### src/rtl/ripple_add_sequencer.sv
// ripple_add_sequencer: time-shares one external W-bit ripple_adder slice
// between two requesters. Each accepted N-bit add is run least-significant
// slice first over S = N/W cycles, with the carry held in carry_q between
// slices. Round-robin arbitration in IDLE; valid/ready on request and response.
//
//   state | meaning
//   ------+-----------------------------------------------------------------
//   IDLE  | no operation held; arbitration open, one requester may be accepted
//   RUN   | slice cnt_q of the latched operands is on the adder this cycle
//   DONE  | result registered and presented until the consumer takes it
module ripple_add_sequencer #(
  parameter int N = 24,
  parameter int W = 4
) (
  input  logic         clk,
  input  logic         rst,
  input  logic         req0_valid,
  output logic         req0_ready,
  input  logic [N-1:0] req0_a,
  input  logic [N-1:0] req0_b,
  input  logic         req0_ci,
  input  logic         req1_valid,
  output logic         req1_ready,
  input  logic [N-1:0] req1_a,
  input  logic [N-1:0] req1_b,
  input  logic         req1_ci,
  output logic         resp_valid,
  input  logic         resp_ready,
  output logic [N-1:0] resp_sum,
  output logic         resp_co,
  output logic         resp_id,
  output logic [W-1:0] slice_a,
  output logic [W-1:0] slice_b,
  output logic         slice_ci,
  input  logic [W-1:0] slice_sum,
  input  logic         slice_co,
  output logic         busy
);

  localparam int S  = N / W;
  localparam int CW = (S > 1) ? $clog2(S) : 1;

  typedef enum logic [1:0] {IDLE, RUN, DONE} state_t;

  state_t         state_q, state_d;
  logic [CW-1:0]  cnt_q, cnt_d;
  logic [N-1:0]   a_q, a_d;
  logic [N-1:0]   b_q, b_d;
  logic           ci_q, ci_d;
  logic           id_q, id_d;
  logic           carry_q, carry_d;
  logic           last_grant_q, last_grant_d;
  logic [N-1:0]   sum_q, sum_d;
  logic           resp_valid_q, resp_valid_d;
  logic [N-1:0]   resp_sum_q, resp_sum_d;
  logic           resp_co_q, resp_co_d;
  logic           resp_id_q, resp_id_d;

  logic grant;
  logic accept;

  // Round-robin pick: the lone valid requester, or on a tie the one not granted last.
  always_comb begin
    grant = 1'b0;
    if (req0_valid && req1_valid) grant = ~last_grant_q;
    else if (req1_valid)          grant = 1'b1;
  end

  // Readys are masked by reset so nothing is accepted in a reset cycle.
  assign req0_ready = (state_q == IDLE) & ~rst & req0_valid & ~grant;
  assign req1_ready = (state_q == IDLE) & ~rst & req1_valid &  grant;
  assign accept     = req0_ready | req1_ready;

  // Present the current slice to the external adder; quiet outside RUN.
  always_comb begin
    slice_a  = '0;
    slice_b  = '0;
    slice_ci = 1'b0;
    if (state_q == RUN) begin
      for (int k = 0; k < S; k++) begin
        if (cnt_q == CW'(k)) begin
          slice_a = a_q[k*W +: W];
          slice_b = b_q[k*W +: W];
        end
      end
      slice_ci = (cnt_q == '0) ? ci_q : carry_q;
    end
  end

  // Next-state and datapath update.
  always_comb begin
    state_d      = state_q;
    cnt_d        = cnt_q;
    a_d          = a_q;
    b_d          = b_q;
    ci_d         = ci_q;
    id_d         = id_q;
    carry_d      = carry_q;
    last_grant_d = last_grant_q;
    sum_d        = sum_q;
    resp_valid_d = resp_valid_q;
    resp_sum_d   = resp_sum_q;
    resp_co_d    = resp_co_q;
    resp_id_d    = resp_id_q;
    case (state_q)
      IDLE: begin
        if (accept) begin
          a_d          = req1_ready ? req1_a  : req0_a;
          b_d          = req1_ready ? req1_b  : req0_b;
          ci_d         = req1_ready ? req1_ci : req0_ci;
          id_d         = req1_ready;
          last_grant_d = req1_ready;
          carry_d      = 1'b0;
          cnt_d        = '0;
          state_d      = RUN;
        end
      end
      RUN: begin
        for (int k = 0; k < S; k++) begin
          if (cnt_q == CW'(k)) sum_d[k*W +: W] = slice_sum;
        end
        carry_d = slice_co;
        if (cnt_q == CW'(S-1)) begin
          cnt_d        = '0;
          resp_valid_d = 1'b1;
          resp_sum_d   = sum_d;
          resp_co_d    = slice_co;
          resp_id_d    = id_q;
          state_d      = DONE;
        end else begin
          cnt_d = cnt_q + 1'b1;
        end
      end
      DONE: begin
        if (resp_ready) begin
          resp_valid_d = 1'b0;
          state_d      = IDLE;
        end
      end
      default: state_d = IDLE;
    endcase
  end

  // State and output registers; synchronous reset drops any in-flight operation.
  always_ff @(posedge clk) begin
    if (rst) begin
      state_q      <= IDLE;
      cnt_q        <= '0;
      a_q          <= '0;
      b_q          <= '0;
      ci_q         <= 1'b0;
      id_q         <= 1'b0;
      carry_q      <= 1'b0;
      last_grant_q <= 1'b1;
      sum_q        <= '0;
      resp_valid_q <= 1'b0;
      resp_sum_q   <= '0;
      resp_co_q    <= 1'b0;
      resp_id_q    <= 1'b0;
    end else begin
      state_q      <= state_d;
      cnt_q        <= cnt_d;
      a_q          <= a_d;
      b_q          <= b_d;
      ci_q         <= ci_d;
      id_q         <= id_d;
      carry_q      <= carry_d;
      last_grant_q <= last_grant_d;
      sum_q        <= sum_d;
      resp_valid_q <= resp_valid_d;
      resp_sum_q   <= resp_sum_d;
      resp_co_q    <= resp_co_d;
      resp_id_q    <= resp_id_d;
    end
  end

  assign resp_valid = resp_valid_q;
  assign resp_sum   = resp_sum_q;
  assign resp_co    = resp_co_q;
  assign resp_id    = resp_id_q;
  assign busy       = (state_q != IDLE);

endmodule
### config.mk
export PLATFORM = sky130hd
export DESIGN_NAME = ripple_add_sequencer
export DESIGN_NICKNAME = d
export VERILOG_FILES = /design/src/rtl/ripple_add_sequencer.sv
export SDC_FILE = /design/constraint.sdc
export NUM_CORES = 1
export LEC_CHECK = 0
export CAP_MARGIN = 10
export CORE_MARGIN = 1.5
export CORE_UTILIZATION = 30
export DETAILED_ROUTE_END_ITERATION = 12
export GPL_TIMING_DRIVEN = 1
export HOLD_SLACK_MARGIN = 0.15
export REMOVE_ABC_BUFFERS = 1
export SYNTH_ARGS = -nofsm -noshare
export SYNTH_HDL_FRONTEND = slang
export SYNTH_SLANG_ARGS = --single-unit
### constraint.sdc
create_clock -name clk -period 6.71 [get_ports clk]
set_clock_uncertainty 0.2 [all_clocks]
set_input_delay 1.342 -clock clk [delete_from_list [all_inputs] [get_ports clk]]
set_output_delay 1.342 -clock clk [all_outputs]
set_load 0.02 [all_outputs]
==> results of run 1 <==
## through the flow
step	setup WS, ns	hold slack [ns]	total power, mW	std cells	instance area (µm²)
floorplan	2.60	0.225	0.826	535	4390
global placement	2.29	0.240	0.964	874	6120
detailed placement	2.24	0.246	0.967	874	6120
CTS	1.87	0.256	1.49	889	6420
global route	1.55	0.273	1.55	889	6420
finish	1.86	0.254	1.48	889	6420
## routing by layer
metal	vias to the layer above	track usage	share of wire
met2	136	0.290	0.47
met5	-	0	0
met3	20	0.0364	0.049
li1	2246	-	-
met4	0	0.0582	0.021
met1	2054	0.219	0.46
## worst min path at each step
| stage | from | end | slack, ns | depth (start not counted) |
|---|---|---|---|---|
| global placement | resp_sum[21] | resp_sum[21] | 0.24 | 2 |
| global route | resp_sum[9] | resp_sum[9] | 0.27 | 2 |
| CTS | resp_sum[21] | resp_sum[21] | 0.26 | 2 |
| finish | sum_q[9] | resp_sum[9] | 0.25 | 2 |
| floorplan | sum_q[16] | resp_sum[16] | 0.23 | 2 |
| detailed placement | resp_sum[21] | resp_sum[21] | 0.25 | 2 |
## flip-flops by register name (all words and copies together) (netlist names), 2 cells and up
name / flops
cnt_q: 3
a_q: 24
state_q: 2
resp_sum: 24
b_q: 24
sum_q: 20
## power groups by stage
stage          logic (mW)  clock network [mW]  registers [mW]
2_1_floorplan       0.140                   0           0.686
4_1_cts             0.269               0.539           0.685
5_1_grt             0.299               0.563           0.689
3_3_place_gp        0.266                   0           0.698
6_report            0.266               0.525           0.684
3_5_place_dp        0.268                   0           0.698
## final cells by class
class	instances	area, µm²
Tap cell	188	235
Clock inverter	4	52.6
Clock buffer	11	243
Multi-Input combinational cell	418	2260
Inverter	13	48.8
Timing Repair Buffer	151	1500
Fill cell	1543	8730
Sequential cell	104	2080
## cells by family after synthesis
family	share of synthesized area
adders and majority gates	0.00270
buffers and inverters	0.0642
DFF	0.449
AOI/OAI and AO/OA	0.246
and+or+nand+nor	0.193
muxes	0.0453
## synth_stat cells (2+ instances only)
| cell | number |
|---|---|
| o2bb2ai_1 | 8 |
| a211oi_1 | 44 |
| nor2_1 | 76 |
| mux2i_1 | 21 |
| nand3_2 | 2 |
| and3_1 | 3 |
| a21oi_1 | 98 |
| o31ai_1 | 9 |
| a221oi_1 | 16 |
| buf_4 | 8 |
| nand2_1 | 111 |
| nor2b_1 | 2 |
| clkbuf_1 | 19 |
| buf_2 | 21 |
| nand2b_1 | 3 |
| nand3_1 | 8 |
| buf_1 | 2 |
| inv_1 | 11 |
| dfxtp_1 | 104 |
| and2_1 | 2 |
## cell usage in the layout (no fill, tap or decap), types with 8 or more instances in the layout
cell / Yosys / routed
nand3_1: 8 / 8
mux2i_1: 21 / 21
clkbuf_16: 0 / 9
clkdlybuf4s50_1: 0 / 145
inv_1: 11 / 11
dfxtp_1: 104 / 104
a211oi_1: 44 / 44
o2bb2ai_1: 8 / 8
nand2_1: 111 / 110
nor2_1: 76 / 76
a21oi_1: 98 / 98
a221oi_1: 16 / 16
o31ai_1: 9 / 9
## worst max-delay path, cell delays in order (launching register included)
cell	delay (ns)
dfxtp_1	0.67
and2_1	0.21
ha_1	0.63
or2_1	0.37
a21oi_1	0.07
a221oi_1	0.31
o31ai_1	0.14
clkdlybuf4s50_1	0.57
==> impl_metrics.py, run 1 <==
metrics = {
    "power_and_ir_drop": {
        "p_clk_frac": 0.356,
        "combPwrFrac": 0.181,
        "power.share.sequential": 0.464,
        "ir_drop_v": 0.000137,
        "powerDensity_mw_per_mm2": 230,
        "power.leakage_nw": 2.40,
        "switching_share": 0.266,
        "internal-power_mw": 1.08,
        "p_sw_uw": 392,
    },
    "logic_synthesis": {
        "synth.yosys.warnings": 0,
        "yosysSeqAreaShare": 0.449,
        "synth_ff_type": "dfxtp_1",
        "synthTopCellsByArea": "dfxtp_1, a21oi_1, nand2_1",
        "yosys.area.top_type": "dfxtp_1",
        "ys_async_sr_fraction": 0,
        "syn_area_mm2": 0.00464,
        "synth_edf_count": 0,
        "yosys_register_bits": 104,
        "ys_types": 38,
        "syn_avg_cell_area_um2": 7.92,
        "synth.top_cell.area_share": 0.449,
        "synth_cells": 586,
    },
    "setup_path": {
        "rr_startpoint": "cnt_q[0]",
        "reg2regPathDepth": 5,
        "endpoint": "slice_b[3]",
        "worst-r2r-setup-slack_ns": 3.82,
        "cp-startpoint": "cnt_q[0]",
        "cp_data_arrival_time_ns": 3.31,
        "cp_max_fo": 18,
        "crit_type": "reg2out",
        "worstReg2RegEnd": "resp_sum[15]",
        "cp.required_ns": 5.17,
        "end_kind": "primary output",
        "worst_setup_path_start_kind": "flip-flop",
    },
    "timing": {
        "finalCritPeriodShare": 0.723,
        "setup_viol": 0,
        "relSlewSlack": 0.274,
        "fin_setup_tns_ns": 0,
        "rsz0062_at_grt": "no",
        "worst_slew_pin_slew_ns": 1.09,
        "drv_slew": 0,
        "report.final.hold_viol_count": 0,
        "fmax_mhz": 206,
        "post-route-min-period_ns": 4.85,
    },
    "clocking": {
        "cts_buffers": 9,
        "cts_hold_buf": 0,
        "tritoncts": "yes",
        "clk_pin_slew_ns": 0.07,
        "h-tree-depth": 3,
        "clk-insertion-delay-late_ns": 0.35,
        "clockRootBuffer": "clkbuf_16",
        "clock-sinks": 104,
        "cts_setup_buffers": 0,
        "clock_path_buffers": 2,
        "cts.repair.resized": 0,
    },
    "final_layout": {
        "drive_gt1_frac": 0.0442,
        "diodes": 0,
        "utilization": 0.424,
        "area_growth_pct": 38.4,
        "fin_nets": 806,
    },
    "grt": {
        "grt_max_degree": 104,
        "grt_overflow": 0,
        "grt_pass1_wl_mm": 22.2,
        "antenna_found_initial": 0,
        "grt_use_total": 0.172,
        "first_global_vias": 4438,
    },
    "routing": {
        "vias": 4456,
        "drcViolationCount": 0,
        "vias_per_cell": 5.01,
        "drtPass1Iterations": 5,
        "wl_per_cell_um": 15.4,
        "dr.first_iter.drc_count": 255,
        "ant_nets": 0,
        "finalWirelength_mm": 13.7,
    },
    "floorplanning": {
        "die_w_um": 127,
        "ios": 147,
        "dieArea_mm2": 0.0162,
        "dieHeight_um": 127,
        "start_util": 0.306,
        "rows": 45,
        "coreArea_mm2": 0.0151,
    },
    "placement": {
        "port_buffers": 146,
        "routabilityCongestion": 0.801,
        "hpwl_mm": 10.0,
    },
    "outcome": {
        "status": "completed",
    },
    "min_path": {
        "hold_class": "reg2reg",
    },
    "job": {
        "drv_cap": 0,
    },
}
Power figures use the tool's default switching activity.
==> run 2: changes to the inputs <==
clock period = 4.9 ns   (was 6.71 ns; I/O delays follow)
==> impl_metrics.py, run 2 (synthesis results as in run 1) <==
metrics = {
    "clocking": {
        "clock_path_buffers": 2,
        "clockRootBuffer": "clkbuf_16",
        "clk-insertion-delay-late_ns": 0.35,
        "cts.repair.resized": 0,
        "clock-sinks": 104,
        "clk_pin_slew_ns": 0.07,
        "cts_setup_buffers": 0,
        "tritoncts": "yes",
        "cts_buffers": 9,
        "h-tree-depth": 3,
        "cts_hold_buf": 0,
    },
    "grt": {
        "grt_overflow": 0,
        "grt_max_degree": 104,
        "grt_pass1_wl_mm": 22.6,
        "antenna_found_initial": 0,
        "first_global_vias": 4445,
        "grt_use_total": 0.175,
    },
    "final_layout": {
        "final_cell_mix": "clkdlybuf4s50_1, nand2_1, dfxtp_1",
        "multi_input_area_mm2": 0.00226,
        "area_growth_pct": 39.6,
        "fin_nets": 807,
        "diodes": 0,
        "final_cells": 891,
        "final_cell_area_mm2": 0.00647,
        "layout_commonest_cell": "clkdlybuf4s50_1",
        "fillers": 1497,
        "drive_gt1_frac": 0.0469,
        "regArea_mm2": 0.00208,
        "utilization": 0.428,
    },
    "setup_path": {
        "end_kind": "primary output",
        "crit_type": "reg2out",
        "cp_data_arrival_time_ns": 3.25,
        "worst-r2r-setup-slack_ns": 1.91,
        "worst_setup_path_start_kind": "flip-flop",
        "cp_max_fo": 17,
        "cp.required_ns": 3.72,
    },
    "timing": {
        "fmax_mhz": 226,
        "worst_slew_pin_slew_ns": 1.12,
        "fin_setup_tns_ns": 0,
        "setup_viol": 0,
        "relSlewSlack": 0.251,
        "drv_slew": 0,
        "finalCritPeriodShare": 0.904,
        "whs_ns": 0.254,
        "post-route-min-period_ns": 4.43,
        "report.final.hold_viol_count": 0,
        "setup_ws_ns": 0.471,
        "rsz0062_at_grt": "no",
    },
    "floorplanning": {
        "dieArea_mm2": 0.0162,
        "rows": 45,
        "dieHeight_um": 127,
        "start_util": 0.306,
        "coreArea_mm2": 0.0151,
        "die_w_um": 127,
        "ios": 147,
    },
    "outcome": {
        "status": "completed",
    },
    "routing": {
        "dr.first_iter.drc_count": 247,
        "drcViolationCount": 0,
        "vias": 4489,
        "drtPass1Iterations": 5,
        "wl_per_cell_um": 15.6,
        "ant_nets": 0,
        "vias_per_cell": 5.04,
        "finalWirelength_mm": 13.9,
    },
    "placement": {
        "dpl.cell_count": 875,
        "port_buffers": 146,
        "routabilityCongestion": 0.782,
        "placedInstanceArea_mm2": 0.00613,
        "hpwl_mm": 9.98,
        "dp_slack_ns": 0.874,
    },
    "job": {
        "drv_cap": 0,
    },
    "power_and_ir_drop": {
        "ir_drop_v": 0.000171,
        "power.leakage_nw": 2.43,
        "powerDensity_mw_per_mm2": 329,
        "power_mw": 2.13,
    },
    "min_path": {
        "hold_class": "reg2reg",
    },
}
run 2: changes by cell type in the layout (fill, tap and decap cells not counted), sizes merged:
cell | before | now
bufinv | 1 | 3
clkbuf | 11 | 10
buf | 6 | 7
run 2: path summary, 6_finish.rpt:
check | from | end | cells past startpoint
worst max-delay path | cnt_q[0] | slice_a[1] | 5
worst min-delay path | sum_q[16] | resp_sum[16] | 2
worst max register to register | cnt_q[0] | resp_sum[15] | 5
worst min register to register | sum_q[16] | resp_sum[16] | 2
run 2: final cells by class:
| class | instances | area share |
|---|---|---|
| multi-input cells | 418 | 0.349 |
| flip-flops and latches | 104 | 0.322 |
| repair buffers | 152 | 0.232 |
| well taps | 188 | 0.0363 |
| clock buffers | 10 | 0.0354 |
| clock inverters | 6 | 0.0178 |
| inverters | 13 | 0.00754 |
run 2: critical path, stage by stage (launching register included):
cell and delay, ns:
dfxtp_1 0.71, nor2b_1 0.76, and3_1 0.53, nand2_1 0.11, o31ai_1 0.09, clkdlybuf4s50_1 0.70
run 2: metal layers:
layer	vias up	routed length (µm)	GRT usage	share of wire
met2	153	6590	0.290	0.47
li1	2253	-	-	-
met5	-	0	0	0
met4	0	292	0.0615	0.021
met3	21	748	0.0381	0.054
met1	2062	6300	0.224	0.45
run 2: where the power goes:
part           leakage [nW]  total (mW)  switching [mW]  internal, mW
combinational          1.41       0.366           0.189         0.177
clock                 0.169       0.828           0.324         0.504
sequential            0.849       0.938          0.0409         0.897
total                  2.43        2.13           0.554          1.58
